==> src/rtl/shift_cmd_queue.sv <==
// Command FIFO and registered result stage around an external combinational barrel shifter.
// Optional feature macro: SHIFT_CMD_CNT_EN adds the done_count handshake counter.
module shift_cmd_queue #(
  parameter int DEPTH = 4
) (
  input  logic                       clk,
  input  logic                       rst_n,
  input  logic                       in_valid,
  output logic                       in_ready,
  input  logic [15:0]                in_data,
  input  logic [3:0]                 in_shift,
  input  logic                       in_dir,
  output logic [15:0]                sh_data,
  output logic [3:0]                 sh_shift,
  output logic                       sh_dir,
  input  logic [15:0]                sh_result,
  output logic                       out_valid,
  input  logic                       out_ready,
  output logic [15:0]                out_result,
  output logic [$clog2(DEPTH):0]     occupancy
`ifdef SHIFT_CMD_CNT_EN
  ,
  output logic [15:0]                done_count
`endif
);

  localparam int AW = $clog2(DEPTH);
  localparam int CW = AW + 1;
  localparam int EW = 21;

  logic [EW-1:0] mem [DEPTH];
  logic [AW-1:0] wr_ptr;
  logic [AW-1:0] rd_ptr;
  logic [CW-1:0] occ;
  logic [EW-1:0] head;
  logic          push;
  logic          load;
  logic          empty;
  logic          vld_p0;
  logic [15:0]   res_p0;

  assign empty    = (occ == '0);
  assign in_ready = (occ != CW'(DEPTH));
  assign push     = in_valid & in_ready;
  assign load     = !empty & (!vld_p0 | out_ready);
  assign head     = mem[rd_ptr];

  // Head presentation: zeros when empty so the shifter sees a quiet operand.
  always_comb begin
    sh_data  = 16'h0000;
    sh_shift = 4'h0;
    sh_dir   = 1'b0;
    if (!empty) begin
      sh_data  = head[15:0];
      sh_shift = head[19:16];
      sh_dir   = head[20];
    end
  end

  // FIFO storage: contents are don't-care after reset, so no reset here.
  always_ff @(posedge clk) begin
    if (push) mem[wr_ptr] <= {in_dir, in_shift, in_data};
  end

  always_ff @(posedge clk or negedge rst_n) begin
    if (!rst_n) begin
      wr_ptr <= '0;
      rd_ptr <= '0;
      occ    <= '0;
    end else begin
      if (push) wr_ptr <= wr_ptr + AW'(1);
      if (load) rd_ptr <= rd_ptr + AW'(1);
      case ({push, load})
        2'b10:   occ <= occ + CW'(1);
        2'b01:   occ <= occ - CW'(1);
        default: occ <= occ;
      endcase
    end
  end

  // Stage p0: capture the shifter result for the head entry.
  always_ff @(posedge clk or negedge rst_n) begin
    if (!rst_n) begin
      vld_p0 <= 1'b0;
      res_p0 <= 16'h0000;
    end else if (load) begin
      vld_p0 <= 1'b1;
      res_p0 <= sh_result;
    end else if (vld_p0 & out_ready) begin
      vld_p0 <= 1'b0;
    end
  end

  assign out_valid  = vld_p0;
  assign out_result = res_p0;
  assign occupancy  = occ;

`ifdef SHIFT_CMD_CNT_EN
  logic [15:0] cnt;

  always_ff @(posedge clk or negedge rst_n) begin
    if (!rst_n)                  cnt <= 16'h0000;
    else if (vld_p0 & out_ready) cnt <= cnt + 16'h0001;
  end

  assign done_count = cnt;
`endif

endmodule

==> config.mk <==
export PLATFORM = sky130hd
export DESIGN_NAME = shift_cmd_queue
export DESIGN_NICKNAME = d
export VERILOG_FILES = /design/src/rtl/shift_cmd_queue.sv
export SDC_FILE = /design/constraint.sdc
export NUM_CORES = 1
export LEC_CHECK = 0
export ABC_AREA = 0
export CAP_MARGIN = 20
export CELL_PAD_IN_SITES_DETAIL_PLACEMENT = 1
export CELL_PAD_IN_SITES_GLOBAL_PLACEMENT = 2
export CORE_UTILIZATION = 34
export CTS_CLUSTER_DIAMETER = 60
export CTS_CLUSTER_SIZE = 25
export DETAILED_ROUTE_END_ITERATION = 12
export PLACE_DENSITY_LB_ADDON = 0.15
export SYNTH_ARGS = -nofsm -noshare
export SYNTH_HDL_FRONTEND = slang
export SYNTH_SLANG_ARGS = --single-unit
==> constraint.sdc <==
create_clock -name clk -period 2 [get_ports clk]
set_clock_uncertainty 0.1 [all_clocks]
set_input_delay 0.5 -clock clk [delete_from_list [all_inputs] [get_ports clk]]
set_output_delay 0.5 -clock clk [all_outputs]
set_load 0.02 [all_outputs]
=== Yosys cells after proc, flatten, opt, wreduce, memory -nomap -nowiden ===
Memory sizes are Yosys's and may differ from the RTL's.
Index checks and enable logic that the tools add are counted.

* Equal/unequal tests: 3
* Bitwise operators: 4
* Reduce and logical (&&, ||, !) cells: 5
* Add/sub/neg operators: 4
* Multiplexer cells: 8

{| class="wikitable"
|+ Operators with widths
! operator !! number
|-
| $mux W16 || 1
|-
| $pmux W3 S2 || 1
|-
| $mux W1 || 5
|-
| $add A2 B1 Y2 const B || 2
|-
| $mux W4 || 1
|-
| $reduce_bool A2 Y1 || 2
|-
| $add A3 B1 Y3 const B || 1
|-
| $and A1 B1 Y1 || 3
|-
| $logic_not A3 Y1 || 1
|-
| $ne A3 B3 Y1 const B || 1
|-
| $sub A3 B1 Y3 const B || 1
|-
| $eq A2 B1 Y1 const B || 1
|-
| $eq A2 B2 Y1 const B || 1
|-
| $logic_not A1 Y1 || 2
|-
| $or A1 B1 Y1 || 1
|}

* Memories kept: 1
* Output and inout bits: 42
* Register bits: 24
* RAM bits: 84
* Logic and storage cells: 30

{| class="wikitable"
|+ Memories
! name !! depth !! bits a word !! rd ports !! clocked after memory_dff !! write ports !! line !! text
|-
| mem || 4 || 21 || 1 || 0 || 1 || 31 || <nowiki>logic [EW-1:0] mem [DEPTH];</nowiki>
|}

=== Logic depth before layout (Yosys ltp) ===
Gate-level depths: netlist (run 1).

* Word-level depth: 5
* Mapped depth: 10

=== Least setup slack after synthesis (run 1) ===
OpenSTA, ideal clock, no wires.

* Path kind: register to register
* Start: register occ[0] (netlist: occupancy[0])
* End: register occ[2] (netlist: occupancy[2])
* Cell stages (with the launch flop): 10
* Data required time: 1.820 ns
* Path buffers: 0
* Clock period less this slack: 2.337 ns
* Setup time: 0.080 ns
* Data arrival time: 2.157 ns
* Path slack: -0.337 ns
* Path through: dfrtp_1 -> or3b_4 -> and2_4 -> inv_1 -> ha_1 -> inv_1 -> fa_1 -> xor2_1 -> nor2_1 -> xor2_1

{| class="wikitable"
|+ RTL lines
! element !! line !! text
|-
| from (decl) || 34 || <nowiki>logic [CW-1:0] occ;</nowiki>
|-
| from (signal assigned) || 74 || <nowiki>2'b10: occ <= occ + CW'(1);</nowiki>
|-
| from (signal assigned) || 75 || <nowiki>2'b01: occ <= occ - CW'(1);</nowiki>
|-
| $ne A3 B3 Y1 * || 43 || <nowiki>assign in_ready = (occ != CW'(DEPTH));</nowiki>
|-
| net in_ready || 9 || <nowiki>output logic in_ready,</nowiki>
|-
| $and A1 B1 Y1 * || 44 || <nowiki>assign push = in_valid & in_ready;</nowiki>
|-
| $eq A2 B1 Y1 / $eq A2 B2 Y1 (equally long branches) || 73 || <nowiki>case ({push, load})</nowiki>
|-
| $pmux W3 S2 / $reduce_bool A2 Y1 (equally long branches) || n/a ||
|}

Mark *: on every way through the listed nets, which the timed path passes. The rest lies on a longest branch.
A chain may end at the register's enable or synchronous reset.

=== Worst setup path after layout (run 1) ===
* Start: register rd_ptr[0]
* End: output port sh_shift[3]

* Longest elaborated chain between the ends: 2

{| class="wikitable"
|+ RTL lines
! element !! line !! text
|-
| from (decl) || 33 || <nowiki>logic [AW-1:0] rd_ptr;</nowiki>
|-
| from (signal assigned) || 72 || <nowiki>if (load) rd_ptr <= rd_ptr + AW'(1);</nowiki>
|-
| $mem_v2 Z4 W21 || n/a ||
|-
| $mux W4 || 53 || <nowiki>if (!empty) begin</nowiki>
|-
| to (decl) || 14 || <nowiki>output logic [3:0] sh_shift,</nowiki>
|}

Every way passes these cells.

==> run metrics, run 1 <==
f_max 0.4147 GHz; mapped cell area 4272 sq um; Synth area leaders edfxtp_1, dfrtp_1, mux4_2; Crit Reg-Reg Startpoint occupancy[0]; Synth Register Bits 108; post-synthesis cell count around 210; Pwr Density between 1500 and 2000 nW/um^2; CTS tree yes; share of the synthesized area in the top cell type 0.5905; R2R depth 9; Skew-Pair Late Insertion Delay 0.34 ns; CTS Sinks 108; Die Width 114.1 microns; hpwl dp 5.615 mm; Synthesis Warnings 0; pin count of the biggest net entering global routing 25; total CTS buffers 9; Worst slew margin 0.7794; hold worst-path end out_result[13]; Die ar. between 10,000 and 15,000 sq um; 1st-pass router iterations 4; VDD IR max 0.6624 mV; RR Endpoint occupancy[2]; kind of critical path reg2out; most common cell in the synthesized netlist edfxtp_1; DIE HEIGHT around 110 microns; synth cell count leaders edfxtp_1, dfrtp_1, mux4_2; wirelength, routed approximately 8.7 mm; Hold Vio Cnt, Final 0; Hold Path Class reg2reg; Worst EP arrival roughly 1.8 ns; Yosys cell types 27; max cap viols 0; worst-path fanout max 6; Period minus WS final around 2.4 ns; n_diodes 0; syn nets ~250; min-delay src out_result[13]; total gr overflow 0; vias between 2,000 and 2,500; Final ANT Viol Nets 0; Slew @ Worst Pin 0.3308 ns; layout cell share with drive strength beyond 1 0.4000; GP Congestion about 0.69; Row Count 40; Placed Cells incl. Taps 469; initial drt markers 60; number of global-route vias before repair 2,486; worst hold margin 0.4125 ns; Layout area overhead 40.98%; Final Cycle Share 1.206; Final nets around 370; Max Slew Vio Count 0; Starting Density 0.3527; # setup viols final 24; non-filler cells, final between 400 and 500; root buffer cell clkbuf_16; setup slack, reg-to-reg -0.13 ns; EDFF count, synth 84; Placed Area 5533 sq um; failing checks setup timing; post-synthesis sequential area ratio 0.7311; Port-buffer cells 82; DR DRC count 0; hold path depth 1; Worst Path Required approximately 1.4 ns; Clock Pin Slew Worst Setup and Hold Paths ~0.07 ns; hold_buf cts 0; asr flop ratio synth 0.2222; synthesized area per cell 20.64 sq um; I/O Pins just over 80; Vias/cell 4.566; status finished with violations; core outline area 12,110 sq um; ys flop type edfxtp_1; initial antenna violation count 0; Max clock buf depth 2; GRT Overall Usage 0.1454; routed len/inst 17.73 microns; CTS H-tree depth 3; Setup WS pre-CTS -0.4668 ns; first-pass GRT wire length ~14 mm; Worst Setup End Kind output pin; PnR worst setup slack -0.4114 ns; Worst setup SP type flop; fin area 6022 sq um; Filler cells 1,161; Sum Neg Setup Slack -8.018 ns; post-synth top area cell edfxtp_1; Leakage about 2.3 nW; RSZ-0062 raised after global routing true
sequential cells by signal, indices dropped and copies added (netlist names):
signal / flops
mem: 84
out_result: 16
occupancy: 3
rd_ptr: 2
wr_ptr: 2
out_valid: 1
where the power goes:
| group | internal (mW) | leakage [nW] | switching, mW |
|---|---|---|---|
| Combinational | 2.50 | 1.07 | 2.05 |
| Clock | 0.980 | 0.144 | 0.805 |
| Sequential | 3.02 | 1.04 | 0.225 |
layout by cell type (no fill, tap or decap), drive strengths merged:
cell / n
dfrtp: 24
and2b: 2
mux2: 17
and3: 4
clkinv: 2
dlygate4sd2: 3
nor3: 1
buf: 51
clkdlybuf4s50: 57
mux4: 21
mux2i: 1
ha: 5
or3b: 1
bufinv: 1
edfxtp: 84
clkbuf: 9
clkinvlp: 2
nand2: 1
nor2b: 20
and3b: 1
and2: 1
nand2b: 1
fa: 1
inv: 8
xnor2: 2
xor2: 4
nor2: 1
kinds of logic (layout without fill, tap and decap cells):
logic type,Yosys count,after routing,share of synthesized area
buf+inv,15,133,0.02109
mux,39,39,0.1649
xor+xnor,6,6,0.01230
simple gates,33,33,0.05126
fa+ha+maj,6,6,0.01933
flops,108,108,0.7311
what timing repair did:
| action | 4_1_cts | 5_1_grt |
|---|---|---|
| cloned | 2 | 0 |
| setup endpoints to repair | 27 | 24 |
| resized for setup | 139 | 10 |
| pin swaps | 4 | 0 |
| setup buffers | 6 | 1 |
metal layers:
metal / wire (microns) / global-route usage / up-vias / share of wire
li1: - / - / 1021 / -
met1: 3850 / 0.1855 / 1178 / 0.44
met2: 4503 / 0.2424 / 40 / 0.52
met3: 220 / 0.02435 / 12 / 0.025
met4: 165 / 0.07013 / 0 / 0.019
met5: 0 / 0 / - / 0
stage by stage:
step	util	power, mW
3_3_place_gp	0.4568	7.442
4_1_cts	0.4959	9.714
6_report	0.4972	9.593
3_5_place_dp	0.4568	7.471
2_1_floorplan	-	5.551
5_1_grt	0.4972	10.08
worst max path at each step:
stage	from	to	slack, ns	cells past startpoint
after global placement	rd_ptr[0]	sh_shift[3]	-0.44	4
after detailed placement	out_ready	occupancy[2]	-0.47	9
final	rd_ptr[0]	sh_shift[3]	-0.41	5
after floorplan	occupancy[1]	occupancy[2]	-0.21	9
after CTS	rd_ptr[0]	sh_data[6]	-0.48	6
after global routing	rd_ptr[0]	sh_shift[3]	-0.48	5
critical path, stage by stage, from the launching register on:
cell	delay, ns
dfrtp_2	0.41
buf_12	0.12
buf_12	0.12
mux4_2	0.51
and2b_1	0.18
buf_6	0.13
layout make-up:
class / instances / area (sq um) / share of cell area
Clock buffer: 9 / 225.2 / 0.03740
Clock inverter: 7 / 75.07 / 0.01247
Inverter: 6 / 25.02 / 0.004155
Multi-Input combinational cell: 84 / 1172 / 0.1947
Sequential cell: 108 / 3128 / 0.5194
Tap cell: 168 / 210.2 / 0.03491
Timing Repair Buffer: 111 / 1186 / 0.1970
Power figures use the tool's default switching activity.
==> run 2: changes to the inputs <==
--- a/config.mk
+++ b/config.mk
@@ -14,6 +14,8 @@
 export CTS_CLUSTER_SIZE = 25
 export DETAILED_ROUTE_END_ITERATION = 12
 export PLACE_DENSITY_LB_ADDON = 0.15
+export REMOVE_ABC_BUFFERS = 1
+export SLEW_MARGIN = 20
 export SYNTH_ARGS = -nofsm -noshare
 export SYNTH_HDL_FRONTEND = slang
 export SYNTH_SLANG_ARGS = --single-unit
==> run 2 against run 1 <==
  * The run still ends with setup timing left
  * Critical path type unchanged
  * Highest routed layer unchanged
  * Worst hold slack got worse by 0.060 ns
  * Wire length grew 2.5%
  * Total power decreased by 2.7%
  * Non-clock buffer count increased by 3
  * Sequential power about the same
==> run metrics, run 2 (synthesis gave the netlist of run 1 again) <==
Worst EP arrival 1.77 ns (was 1.81 ns); # setup viols final 24 (unchanged); routed len/inst 18.06 microns (was 17.73 microns); worst-path fanout max 7 (was 6); root buffer cell clkbuf_16 (unchanged); first-pass GRT wire length 13.96 mm (was 13.63 mm); Leakage 2.225 nW (was 2.253 nW); hpwl dp 5.842 mm (was 5.615 mm); n_diodes 0 (unchanged); total gr overflow 0 (unchanged); Worst Path Required 1.40 ns (about the same); DR DRC count 0 (unchanged); Hold Path Class in2async (was reg2reg); status finished with violations (unchanged); Die Width 114.1 microns (unchanged); Hold Vio Cnt, Final 0 (unchanged); Pwr Density 1569 nW/um^2 (was 1593 nW/um^2); I/O Pins 83 (unchanged); Clock Pin Slew Worst Setup and Hold Paths 0.07 ns (about the same); CTS H-tree depth 3 (unchanged); CP endpoint sh_data[15] (was sh_shift[3]); commonest non-fill, non-tap cells in the layout edfxtp_1, clkdlybuf4s50_1, buf_4, mux4_2, dfrtp_1 (was edfxtp_1, clkdlybuf4s50_1, mux4_2, dfrtp_1, buf_6); Final nets 370 (was 367); Most flops, register mem (unchanged); Max Slew Vio Count 0 (unchanged); kind of critical path reg2out (unchanged); Final ANT Viol Nets 0 (unchanged); fin area 5952 sq um (was 6022 sq um); CTS Sinks 108 (unchanged); Layout area overhead 39.34% (was 40.98%); 1st-pass router iterations 4 (unchanged); Setup WS pre-CTS -0.4827 ns (was -0.4668 ns); Max clock buf depth 2 (unchanged); initial antenna violation count 0 (unchanged); wirelength, routed 8.959 mm (was 8.739 mm); max cap viols 0 (unchanged); VDD IR max 0.7498 mV (was 0.6624 mV); most common cell after layout, fill and taps aside edfxtp_1 (unchanged); Starting Density 0.3527 (unchanged); GP Congestion 0.6533 (was 0.6908); Worst Setup End Kind output pin (unchanged); pin count of the biggest net entering global routing 22 (was 25); Worst setup SP type flop (unchanged); failing checks setup timing (unchanged); number of global-route vias before repair 2,524 (was 2,486); initial drt markers 57 (was 60); Crit Reg-Reg Startpoint occupancy[1] (was occupancy[0]); total CTS buffers 9 (unchanged); max reg flops 84 (unchanged); PnR worst setup slack -0.3715 ns (was -0.4114 ns); layout cell share with drive strength beyond 1 0.3872 (was 0.4000); Worst slew margin 0.7259 (was 0.7794); crit path launch rd_ptr[0] (unchanged); f_max 0.4217 GHz (was 0.4147 GHz); hold_buf cts 0 (unchanged); Die ar. 13,020 sq um (unchanged); Final Cycle Share 1.186 (was 1.206); RSZ-0062 raised after global routing true (unchanged); Port-buffer cells 82 (unchanged); CTS tree yes (unchanged); RR Endpoint occupancy[2] (unchanged); Skew-Pair Late Insertion Delay 0.34 ns (about the same); Placed Area 5525 sq um (was 5533 sq um); setup slack, reg-to-reg -0.16 ns (was -0.13 ns); vias 2,249 (was 2,251); GRT Overall Usage 0.1494 (was 0.1454); Row Count 40 (unchanged); R2R depth 9 (unchanged); Slew @ Worst Pin 0.4099 ns (was 0.3308 ns); core outline area 12,110 sq um (unchanged); DIE HEIGHT 114.1 microns (unchanged); Sum Neg Setup Slack -7.752 ns (was -8.018 ns); Vias/cell 4.534 (was 4.566); Period minus WS final 2.371 ns (was 2.411 ns)
## run 2: how the worst min path moves through the flow
stage	start	to	slack (ns)	cells after the start
finish	rst_n	out_result[8]	0.35	1
detailed placement	out_result[1]	out_result[1]	0.40	1
CTS	rst_n	out_result[9]	0.36	1
global placement	out_result[12]	out_result[12]	0.39	1
global route	rst_n	out_result[9]	0.38	1
floorplan	rst_n	occupancy[0]	0.10	0
## run 2: cell type report
cell class                      instances  area, sq um
Fill cell                            1140         6160
Sequential cell                       108         3127
Timing Repair Buffer                  114         1174
Multi-Input combinational cell         84         1150
Clock buffer                            9        225.2
Tap cell                              168        210.2
Clock inverter                          7        41.29
Inverter                                6        25.02
## run 2: what timing repair did
item | 4_1_cts | 5_1_grt
endpoints found under the setup margin | 27 | 24
cloned | 1 | 1
gates resized for setup | 113 | 36
buffers inserted | 4 | 4
pin swaps | 4 | 4
## run 2: power breakdown
group	switching (mW)	internal, mW
combinational	2.06	2.42
clock	0.768	0.836
sequential	0.230	3.02
## run 2: worst max-delay path, stage by stage, from the launching register on
cell and delay [ns]:
dfrtp_2 0.38, buf_12 0.13, buf_12 0.13, mux4_2 0.48
and2b_1 0.18, buf_6 0.13
## run 2: metrics by stage
stage          utilization  hold slack (ns)  instances  power, mW
2_1_floorplan            -           0.1044        198      5.418
3_3_place_gp        0.4562           0.3937        472      7.441
3_5_place_dp        0.4562           0.3969        472      7.498
4_1_cts             0.4801           0.3570        493      9.112
5_1_grt             0.4914           0.3804        496      9.834
6_report            0.4914           0.3526        496      9.337
## run 2: routing by layer
layer | part of all wire | global-route usage | wire, microns
met4 | 0.019 | 0.06753 | 166
met3 | 0.033 | 0.02859 | 295
met1 | 0.45 | 0.1956 | 4005
met2 | 0.50 | 0.2428 | 4491
met5 | 0 | 0 | 0
==> run 3: changes to the inputs <==
--- a/config.mk
+++ b/config.mk
@@ -9,13 +9,13 @@
 export CAP_MARGIN = 20
 export CELL_PAD_IN_SITES_DETAIL_PLACEMENT = 1
 export CELL_PAD_IN_SITES_GLOBAL_PLACEMENT = 2
-export CORE_UTILIZATION = 34
+export CORE_UTILIZATION = 38
 export CTS_CLUSTER_DIAMETER = 60
 export CTS_CLUSTER_SIZE = 25
 export DETAILED_ROUTE_END_ITERATION = 12
 export PLACE_DENSITY_LB_ADDON = 0.15
 export REMOVE_ABC_BUFFERS = 1
-export SLEW_MARGIN = 20
+export SLEW_MARGIN = 10
 export SYNTH_ARGS = -nofsm -noshare
 export SYNTH_HDL_FRONTEND = slang
 export SYNTH_SLANG_ARGS = --single-unit
==> constraint.sdc (replaced) <==
create_clock -name clk -period 2.65 [get_ports clk]
set_clock_uncertainty 0.1 [all_clocks]
set_input_delay 0.6625 -clock clk [delete_from_list [all_inputs] [get_ports clk]]
set_output_delay 0.6625 -clock clk [all_outputs]
set_load 0.02 [all_outputs]
==> run 3 against run 2 <==
  * Via count shrank 1.7%
  * Total power down 33%
  * Final cell count is 8.9% lower
  * Flip-flop and latch count unchanged
  * Core utilization increased by 1.5 points
  * The run now ends clean
  * Worst hold slack improved by 0.067 ns
  * Wire length fell by 8.2%
  * First-iteration DRC count grew 21%
  * Sequential share of layout area is 4.2 points higher
==> run metrics, run 3 (synthesis gave the netlist of run 1 again) <==
commonest non-fill, non-tap cells in the layout edfxtp_1, clkdlybuf4s50_1, dfrtp_1, mux4_2, nor2b_1 (was edfxtp_1, clkdlybuf4s50_1, buf_4, mux4_2, dfrtp_1); VDD IR max 0.5709 mV (was 0.7498 mV); Final nets 354 (was 370); first-pass GRT wire length 12.53 mm (was 13.96 mm); f_max 0.3843 GHz; DIE HEIGHT 108.0 microns (was 114.1 microns); Filler cells 1,057 (was 1,140); Die ar. 11,670 sq um (was 13,020 sq um); Clock Pin Slew Worst Setup and Hold Paths 0.11 ns (was 0.07 ns); Setup WS pre-CTS 0.004478 ns (was -0.4827 ns); Layout area overhead 28.97% (was 39.34%); Max Slew Vio Count 0 (unchanged); Hold Vio Cnt, Final 0 (unchanged); PnR worst setup slack 0.04767 ns (was -0.3715 ns); Row Count 38 (was 40); Starting Density 0.3923 (was 0.3527); Skew-Pair Late Insertion Delay 0.37 ns (was 0.34 ns); Leakage 2.027 nW (was 2.225 nW); max reg flops 84 (unchanged); footprint of the multi-input gates 1067 sq um (was 1150 sq um); GRT Overall Usage 0.1500 (was 0.1494); Pwr Density 1128 nW/um^2 (was 1569 nW/um^2); Die Width 108.0 microns (was 114.1 microns); Worst EP arrival 1.84 ns (was 1.77 ns); routed len/inst 18.19 microns (was 18.06 microns); post-route core utilization 0.5060 (was 0.4914); CP Cell Sequence bufbuf_16, mux4_2, nor2b_1, buf_2 (was buf_12, buf_12, mux4_2, and2b_1, buf_6); Final ANT Viol Nets 0 (unchanged); initial antenna violation count 0 (unchanged); Period minus WS final ~2.6 ns; CTS tree yes (unchanged); Port-buffer cells 82 (unchanged); Slowest-stage cell, CP mux4_2 (unchanged); Max clock buf depth 2 (unchanged); GP Congestion 0.6332 (was 0.6533); CTS Sinks 108 (unchanged); Slew @ Worst Pin 0.3470 ns (was 0.4099 ns); Worst Setup End Kind output pin (unchanged); non-filler cells, final 452 (was 496); DR DRC count 0 (unchanged); core outline area 10,890 sq um (was 12,110 sq um); Sum Neg Setup Slack 0 ns (was -7.752 ns); vias 2,211 (was 2,249); wirelength, routed 8.220 mm (was 8.959 mm); pin count of the biggest net entering global routing 25 (was 22); n_diodes 0 (unchanged); CTS H-tree depth 3 (unchanged); RSZ-0062 raised after global routing true (unchanged); fin area 5509 sq um (was 5952 sq um); Worst slew margin 0.7687 (was 0.7259); total gr overflow 0 (unchanged); Most flops, register mem (unchanged); Vias/cell 4.892 (was 4.534); worst-path fanout max 5 (was 7); kind of critical path reg2out (unchanged); I/O Pins 83 (unchanged); # setup viols final 0 (was 24); Worst setup SP type flop (unchanged); hpwl dp 5.206 mm (was 5.842 mm); layout cell share with drive strength beyond 1 0.3141 (was 0.3872); status completed (was finished with violations); Reg area 3126 sq um (was 3127 sq um); number of global-route vias before repair 2,339 (was 2,524); max cap viols 0 (unchanged); Worst Path Required 1.89 ns (was 1.40 ns); Placed Cells incl. Taps 432 (was 472); Hold Path Class reg2reg (was in2async); root buffer cell clkbuf_8 (was clkbuf_16); most common cell after layout, fill and taps aside edfxtp_1 (unchanged); max incr delay on CP 0.47 ns (was 0.48 ns); total CTS buffers 9 (unchanged); Final Cycle Share 0.9820; initial drt markers 69 (was 57); 1st-pass router iterations 4 (unchanged); Placed Area 5338 sq um (was 5525 sq um)
-- run 3: cell types whose count changed in the layout (fill, tap and decap cells not counted), moves of 2 or more --
| cell | change |
|---|---|
| buf_12 | -5 |
| buf_2 | +13 |
| buf_4 | -15 |
| buf_6 | -10 |
| clkbuf_16 | -10 |
| clkbuf_8 | +9 |
| clkdlybuf4s50_1 | +3 |
| clkinv_1 | -2 |
| dlygate4sd2_1 | -3 |
| inv_1 | +2 |
| inv_6 | +2 |
| nor2b_1 | +9 |
| nor2b_4 | -9 |
-- run 3: report_power, final --
part / internal [mW] / switching, mW
registers: 2.28 / 0.181
logic: 1.43 / 1.39
clock network: 0.357 / 0.580
-- run 3: through the flow --
step                      hold WS, ns  power [mW]
after floorplan                0.2669       4.089
after global placement         0.3898       5.423
after detailed placement       0.3984       5.447
after CTS                      0.4256       6.332
after global routing           0.4423       6.538
final                          0.4199       6.214
-- run 3: what timing repair did --
action,4_1_cts,5_1_grt
buffers inserted,3,0
resized for setup,86,8
endpoints found under the setup margin,21,14
cloned,2,0
hold buffers,0,0
-- run 3: per-layer routing --
| metal | vias to the layer above | track usage | wire length [microns] |
|---|---|---|---|
| met5 | - | 0 | 0 |
| met4 | 0 | 0.05284 | 109 |
| met3 | 10 | 0.05365 | 469 |
| met2 | 55 | 0.2557 | 4206 |
| met1 | 1156 | 0.1746 | 3434 |
| li1 | 990 | - | - |
-- run 3: path summary, 6_finish.rpt --
kind                               start             end  slack (ns)  cells past startpoint
setup / recovery               rd_ptr[0]          sh_dir        0.05                      4
hold / removal             out_result[5]   out_result[5]        0.42                      1
setup reg to reg            occupancy[0]    occupancy[2]        0.32                      9
hold reg to reg            out_result[5]   out_result[5]        0.42                      1
max in group asynchronous          rst_n       rd_ptr[0]        1.63                      2
min in group asynchronous          rst_n  out_result[14]        0.54                      2
-- run 3: final cells by class --
cell class | count | share of cell area
sequential | 108 | 0.5673
multi-input combinational | 84 | 0.1937
timing repair buffer | 98 | 0.1701
tap | 140 | 0.03180
clock buffer | 9 | 0.02248
clock inverter | 7 | 0.01045
inverter | 6 | 0.004088
-- run 3: worst max-delay path, delay by kind of cell, from the launching register on --
| kind | cells | cell delay, ns |
|---|---|---|
| muxes | 1 | 0.47 |
| DFF | 1 | 0.42 |
| and+or+nand+nor | 1 | 0.15 |
| buffers and inverters | 2 | 0.44 |
